<file path="config.mk">
export PLATFORM = sky130hd
export DESIGN_NAME = noc_local_ingress_buffer
export DESIGN_NICKNAME = d
export VERILOG_FILES = /design/src/rtl/noc_local_ingress_buffer.sv
export SDC_FILE = /design/constraint.sdc
export NUM_CORES = 1
export LEC_CHECK = 0
export BUFFER_PORTS_ARGS = -buffer_cell sky130_fd_sc_hd__buf_2
export CELL_PAD_IN_SITES_DETAIL_PLACEMENT = 0
export CELL_PAD_IN_SITES_GLOBAL_PLACEMENT = 1
export CORE_MARGIN = 1.5
export CORE_UTILIZATION = 59
export CTS_BUF_LIST = sky130_fd_sc_hd__clkbuf_4
export DETAILED_ROUTE_END_ITERATION = 8
export PLACE_DENSITY = 0.88
export SLEW_MARGIN = 40
export SYNTH_ARGS = -nofsm -noshare
export SYNTH_HDL_FRONTEND = slang
export SYNTH_SLANG_ARGS = --single-unit
</file>
<file path="constraint.sdc">
create_clock -name noc_clk -period 10.32 [get_ports noc_clk]
set_input_delay 1.548 -clock noc_clk [delete_from_list [all_inputs] [get_ports noc_clk]]
set_output_delay 1.548 -clock noc_clk [all_outputs]
set_load 0.01 [all_outputs]
</file>
<file path="src/rtl/noc_local_ingress_buffer.sv">
// Local-port ingress buffer: show-ahead flit FIFO that checks packet framing.
// Flits arriving outside a packet are dropped and counted.
`ifndef Noc_Data_Width
`define Noc_Data_Width 32
`endif

module noc_local_ingress_buffer #(
    parameter int DATA_WIDTH = `Noc_Data_Width,
    parameter int DEPTH      = 8,
    parameter int CNT_WIDTH  = 16
) (
    input  logic                     noc_clk,
    input  logic                     noc_rst,
    input  logic                     in_valid,
    output logic                     in_ready,
    input  logic [DATA_WIDTH-1:0]    in_flit,
    input  logic                     in_is_header,
    input  logic                     in_is_tail,
    output logic                     out_valid,
    input  logic                     out_ready,
    output logic [DATA_WIDTH-1:0]    out_flit,
    output logic                     out_is_header,
    output logic                     out_is_tail,
    output logic [$clog2(DEPTH):0]   fifo_level,
    output logic [CNT_WIDTH-1:0]     drop_cnt,
    output logic                     frame_err
);
    localparam int PTR_W = $clog2(DEPTH);
    localparam int LVL_W = PTR_W + 1;

    typedef struct packed {
        logic                  hdr;
        logic                  tail;
        logic [DATA_WIDTH-1:0] flit;
    } entry_t;

    typedef enum logic {EXPECT_HDR, IN_PKT} state_t;

    entry_t             mem [DEPTH];
    logic [PTR_W-1:0]   wr_ptr, rd_ptr;
    state_t             state, state_nxt;
    logic               in_xfer, out_xfer, push, drop, err;
    entry_t             head;

    assign in_ready  = (fifo_level != LVL_W'(DEPTH));
    assign out_valid = (fifo_level != '0);
    assign in_xfer   = in_valid && in_ready;
    assign out_xfer  = out_valid && out_ready;

    assign head          = mem[rd_ptr];
    assign out_flit      = head.flit;
    assign out_is_header = head.hdr;
    assign out_is_tail   = head.tail;

    // Framing decisions only happen on accepted input flits.
    always_comb begin
        state_nxt = state;
        push      = 1'b0;
        drop      = 1'b0;
        err       = 1'b0;
        if (in_xfer) begin
            case (state)
                EXPECT_HDR: begin
                    if (in_is_header) begin
                        push = 1'b1;
                        if (!in_is_tail) state_nxt = IN_PKT;
                    end else begin
                        drop = 1'b1;
                        err  = 1'b1;
                    end
                end
                IN_PKT: begin
                    push = 1'b1;
                    // A header here opens a new packet; the old one stays unterminated.
                    if (in_is_header) err = 1'b1;
                    if (in_is_tail) state_nxt = EXPECT_HDR;
                end
                default: state_nxt = EXPECT_HDR;
            endcase
        end
    end

    always_ff @(posedge noc_clk or posedge noc_rst) begin
        if (noc_rst) begin
            state      <= EXPECT_HDR;
            wr_ptr     <= '0;
            rd_ptr     <= '0;
            fifo_level <= '0;
            drop_cnt   <= '0;
            frame_err  <= 1'b0;
        end else begin
            state     <= state_nxt;
            frame_err <= err;
            if (push)     wr_ptr <= wr_ptr + PTR_W'(1);
            if (out_xfer) rd_ptr <= rd_ptr + PTR_W'(1);
            if (push && !out_xfer)      fifo_level <= fifo_level + LVL_W'(1);
            else if (!push && out_xfer) fifo_level <= fifo_level - LVL_W'(1);
            if (drop && drop_cnt != '1) drop_cnt <= drop_cnt + CNT_WIDTH'(1);
        end
    end

    // Storage is not reset; out_* are only meaningful while out_valid is high.
    always_ff @(posedge noc_clk) begin
        if (push) mem[wr_ptr] <= '{hdr: in_is_header, tail: in_is_tail, flit: in_flit};
    end
endmodule
</file>
## Word level (Yosys, flattened, before mapping)

Memories as Yosys holds them, arrays and structs flattened.
Cells that the tools add are included.

| storage, ports and cells | value |
|---|---|
| bits in writable memories | 272 |
| bits in registers | 28 |
| output and inout port bits | 57 |
| input port bits | 38 |
| word-level logic and storage cells | 39 |
| memories | 1 |

Memory list:

| memory | depth | bits a word | read ports | clocked after memory_dff | wr ports | RTL line | source |
|---|---|---|---|---|---|---|---|
| mem | 8 | 34 | 1 | 0 | 1 | 39 | `entry_t mem [DEPTH];` |

| operators by class | value |
|---|---|
| bitwise gates (word level) | 1 |
| multiplexer cells | 15 |
| add/sub/neg operators | 5 |
| equality and inequality tests | 2 |
| reductions and logical operators | 9 |

Operator list:

| cell | count |
|---|---|
| $add 16x1->16 const B | 1 |
| $ne 16x16->1 const B | 1 |
| $mux 1 | 10 |
| $mux 4 | 2 |
| $add 3x1->3 const B | 2 |
| $pmux 1 s2 | 3 |
| $logic_and 1x1->1 | 5 |
| $add 4x1->4 const B | 1 |
| $ne 4x4->1 const B | 1 |
| $reduce_bool 4->1 | 1 |
| $sub 4x1->4 const B | 1 |
| $logic_not 1->1 | 2 |
| $reduce_bool 2->1 | 1 |
| $not 1->1 | 1 |

## Longest topological paths before layout

| depth | value |
|---|---|
| word-level depth | 7 |
| gate-level depth with buffers | 10 |
| gate-level depth less buffers | 10 |

## Worst setup path before layout

No wires, ideal clock.

| timing | value |
|---|---|
| path kind | input to register |
| from | input port in_is_header |
| to | memory mem[1][0] (netlist bit), enable pin |
| required time | 9.853 ns |
| path buffers | 0 |
| setup slack | 5.220 ns |
| stages | 5 |
| data arrival time | 4.632 ns |
| setup time | 0.467 ns |
| cells stage by stage | inv_1 > ha_1 > nor3b_2 > nand2_1 > nor3_1 |

| on the way | value |
|---|---|
| longest elaborated chain between the ends | 5 |

RTL lines:

| what | RTL line | source |
|---|---|---|
| start: declaration | 17 | `input logic in_is_header,` |
| $mux 1 | 64 | `if (in_is_header) begin` |
| $pmux 1 s2 | 62 | `case (state)` |
| $mux 1 | 61 | `if (in_xfer) begin` |
| named net push | 42 | `logic in_xfer, out_xfer, push, drop, err;` |
| $mux 1 | 104 | `if (push) mem[wr_ptr] <= '{hdr: in_is_header, tail: in_is_tail, flit: in_flit};` |
| $mux 1 (implied by the code) | 104 |  |
| end: declaration | 39 |  |

The timed path passes the listed nets, and every way through them passes these cells.

## Final worst setup path

| timing | value |
|---|---|
| from | register rd_ptr[0] |
| to | output port out_flit[20] |

| on the way | value |
|---|---|
| longest elaborated chain between the ends | 1 |

RTL lines:

| what | RTL line | source |
|---|---|---|
| start: declaration | 40 | `logic [PTR_W-1:0] wr_ptr, rd_ptr;` |
| start signal: assignment | 95 | `if (out_xfer) rd_ptr <= rd_ptr + PTR_W'(1);` |
| $mem_v2 8x34 | - |  |
| end: declaration | 21 | `output logic [DATA_WIDTH-1:0] out_flit,` |

Every way passes these cells.

==> impl_metrics.tcl <==
set metrics [dict create \
    min_path_type "reg2reg" \
    antenna_found_initial 3 \
    cp-start-kind "flop" \
    htreeDepth 3 \
    cp_max_fo 56 \
    grt_pass1_wl_mm 33.2 \
    die_y_um 144 \
    cts_buffers 72 \
    vias_per_cell 5.65 \
    placed_area_mm2 0.0126 \
    antenna_left 0 \
    post-route-period-util 0.436 \
    max_freq_ghz 0.222 \
    core_area_mm2 0.0195 \
    finalSetupTns_ns 0 \
    period_needed_ns 4.50 \
    yosys_warnings 0 \
    cts_hold_buf 0 \
    rsz0062_at_grt "false" \
    syn_area_per_cell_um2 22.1 \
    io_buffers 94 \
    grt_use_total 0.220 \
    worst_path_max_delay_cell "clkbuf_8" \
    p_seq_frac 0.464 \
    maxCapViolCount 0 \
    cts_tree "yes" \
    finalHoldViolCount 0 \
    power.density_mw_per_mm2 263 \
    fin_nets 736 \
    grt_max_degree 57 \
    drive_above_1_share 0.440 \
    swShare 0.296 \
    die_x_um 144 \
    status "completed" \
    final_cell_mix "272 x edfxtp_1, 99 x clkbuf_4, 94 x buf_2" \
    syn_area_mm2 0.0117 \
    multi_input_area_mm2 0.00275 \
    layout_commonest_cell "edfxtp_1" \
    grt_pass1_vias 6252 \
    clkPwrFrac 0.248 \
    clock_sinks 300 \
    yosys.cell_types.count 31 \
    drv_slew 0 \
    cts_buffer_depth 3 \
    worst_slew_pin_slew_ns 0.699 \
    crit_type "reg2out" \
    cp.required_ns 8.77 \
    num_rows 51 \
    skew_ns 0.0352 \
    power_frac_comb 0.289 \
    relSlewSlack 0.534 \
    routabilityCongestion 0.767 \
    yosysSeqAreaShare 0.757 \
    clock-root-buffer "clkbuf_4" \
    setup_viol 0 \
    pin_count 95 \
    p_leak_uw 0.00469 \
    drcViolationCount 0 \
    switching_power_uw 1040 \
    timing.critical_path.cells "clkbuf_8 > mux4_2 > mux2_4 > buf_2" \
    syn_inst 531 \
    area_growth_pct 14.6 \
    initial_utilization 0.602 \
    clkSlewWorstSetupHoldPaths_ns 0.07 \
    routed-via-count 5725 \
    dr.pass1.iters 4 \
    synth.net_count 577 \
    drtIter0Drc 389 \
    worstSetupEndpointType "primary output" \
    p_int_uw 2480 \
    postCtsSetupRepairBufs 0 \
    dpl.hpwl_mm 12.5 \
    routedWlPerCell_um 21.0 \
    fillers 1216 \
    ctsResizeCount 0 \
    routed_wl_mm 21.3 \
    synth-seq-cells 300 \
    seq_area_mm2 0.00888 \
    die_area_mm2 0.0207 \
    arrival_ns 2.96 \
    slowest_delay_ns 0.65 \
    final_area_mm2 0.0134 \
    insertion_delay_ns 0.64 \
    grt_overflow 0 \
    vdd_drop_max_v 0.000162 \
]
## synth_stat cells
cell type / n / area [µm²]
buf_2: 9 / 45.0
nand4_1: 8 / 50.1
nor3b_2: 1 / 12.5
nor3_1: 4 / 20.0
nand2_1: 9 / 33.8
and3_1: 4 / 25.0
nand2b_1: 4 / 25.0
a21oi_1: 4 / 20.0
inv_1: 6 / 22.5
buf_6: 1 / 11.3
and2_1: 3 / 18.8
buf_12: 2 / 40.0
and4_1: 5 / 43.8
nor2_1: 10 / 37.5
nor3b_1: 1 / 7.51
o21ai_0: 1 / 5.00
nor4b_4: 1 / 23.8
mux2_4: 10 / 150
mux2_2: 28 / 315
nor2b_1: 2 / 12.5
mux2i_1: 2 / 20.0
ha_1: 7 / 87.6
dfrtp_1: 28 / 701
fa_1: 1 / 20.0
mux4_2: 68 / 1530
edfxtp_1: 272 / 8170
xor2_1: 1 / 8.76
a21o_1: 1 / 7.51
xnor2_1: 20 / 175
nand3_1: 9 / 45.0
clkbuf_1: 9 / 33.8
## cell families after synthesis
family	share of synthesized area
flip-flops	0.757
multiplexers	0.172
adder cells (fa/ha/maj)	0.00918
AND/OR/NAND/NOR	0.0303
XOR/XNOR	0.0157
AO/OA/AOI/OAI	0.00278
buffers and inverters	0.0130
## through the flow
step                hold WS, ns  utilization  worst slack (ns)  power, µW  std cells
floorplan                 0.480            -              5.22       2370        531
global placement          0.473        0.644              6.12       2650        880
detailed placement        0.493        0.645              6.13       2700        881
CTS                       0.503        0.689              5.69       3580       1010
global route              0.527        0.690              5.59       3720       1012
finish                    0.497        0.690              5.82       3530       1013
## registers in the layout, summed over array words and instances (netlist names)
| register | count |
|---|---|
| wr_ptr | 3 |
| fifo_level | 4 |
| rd_ptr | 3 |
| frame_err | 1 |
| drop_cnt | 16 |
| state | 1 |
| mem | 272 |
## path summary, 6_finish.rpt
check,cells past startpoint,slack [ns],endpoint,startpoint
min,1,0.50,drop_cnt[11],drop_cnt[11]
max,4,5.82,out_flit[20],rd_ptr[0]
min in group asynchronous,2,0.97,drop_cnt[15],noc_rst
min reg2reg,1,0.50,drop_cnt[11],drop_cnt[11]
max in group asynchronous,2,8.89,rd_ptr[0],noc_rst
max reg2reg,5,7.54,mem[5][32],fifo_level[0]
## cell type report
class	instances	area share
inverter	6	0.00168
multi-input combinational	204	0.205
sequential	300	0.661
clock inverter	30	0.00839
timing repair buffer	106	0.0431
tap	265	0.0247
clock buffer	99	0.0553
antenna	3	0.000559
## critical path, delay by kind of cell (launching register included)
kind     cells  cell delay [ns]
buf+inv      2             0.79
flops        1             0.61
mux          2             0.89
## metal layers
layer	up-vias	GRT usage	share of wire	wire length (µm)
met3	35	0.0523	0.070	1480
met2	211	0.365	0.51	10800
met1	2916	0.277	0.40	8530
li1	2563	-	-	-
met5	-	0	0	0
met4	0	0.101	0.021	454
## power by group through the flow
stage / logic, µW / clock network, µW / registers, µW
final: 1020 / 874 / 1640
after global placement: 975 / 0 / 1680
after global routing: 1100 / 962 / 1660
after detailed placement: 1030 / 0 / 1660
after CTS: 1040 / 902 / 1640
after floorplan: 793 / 0 / 1570
Note: power is estimated with default switching activity, not from simulation.
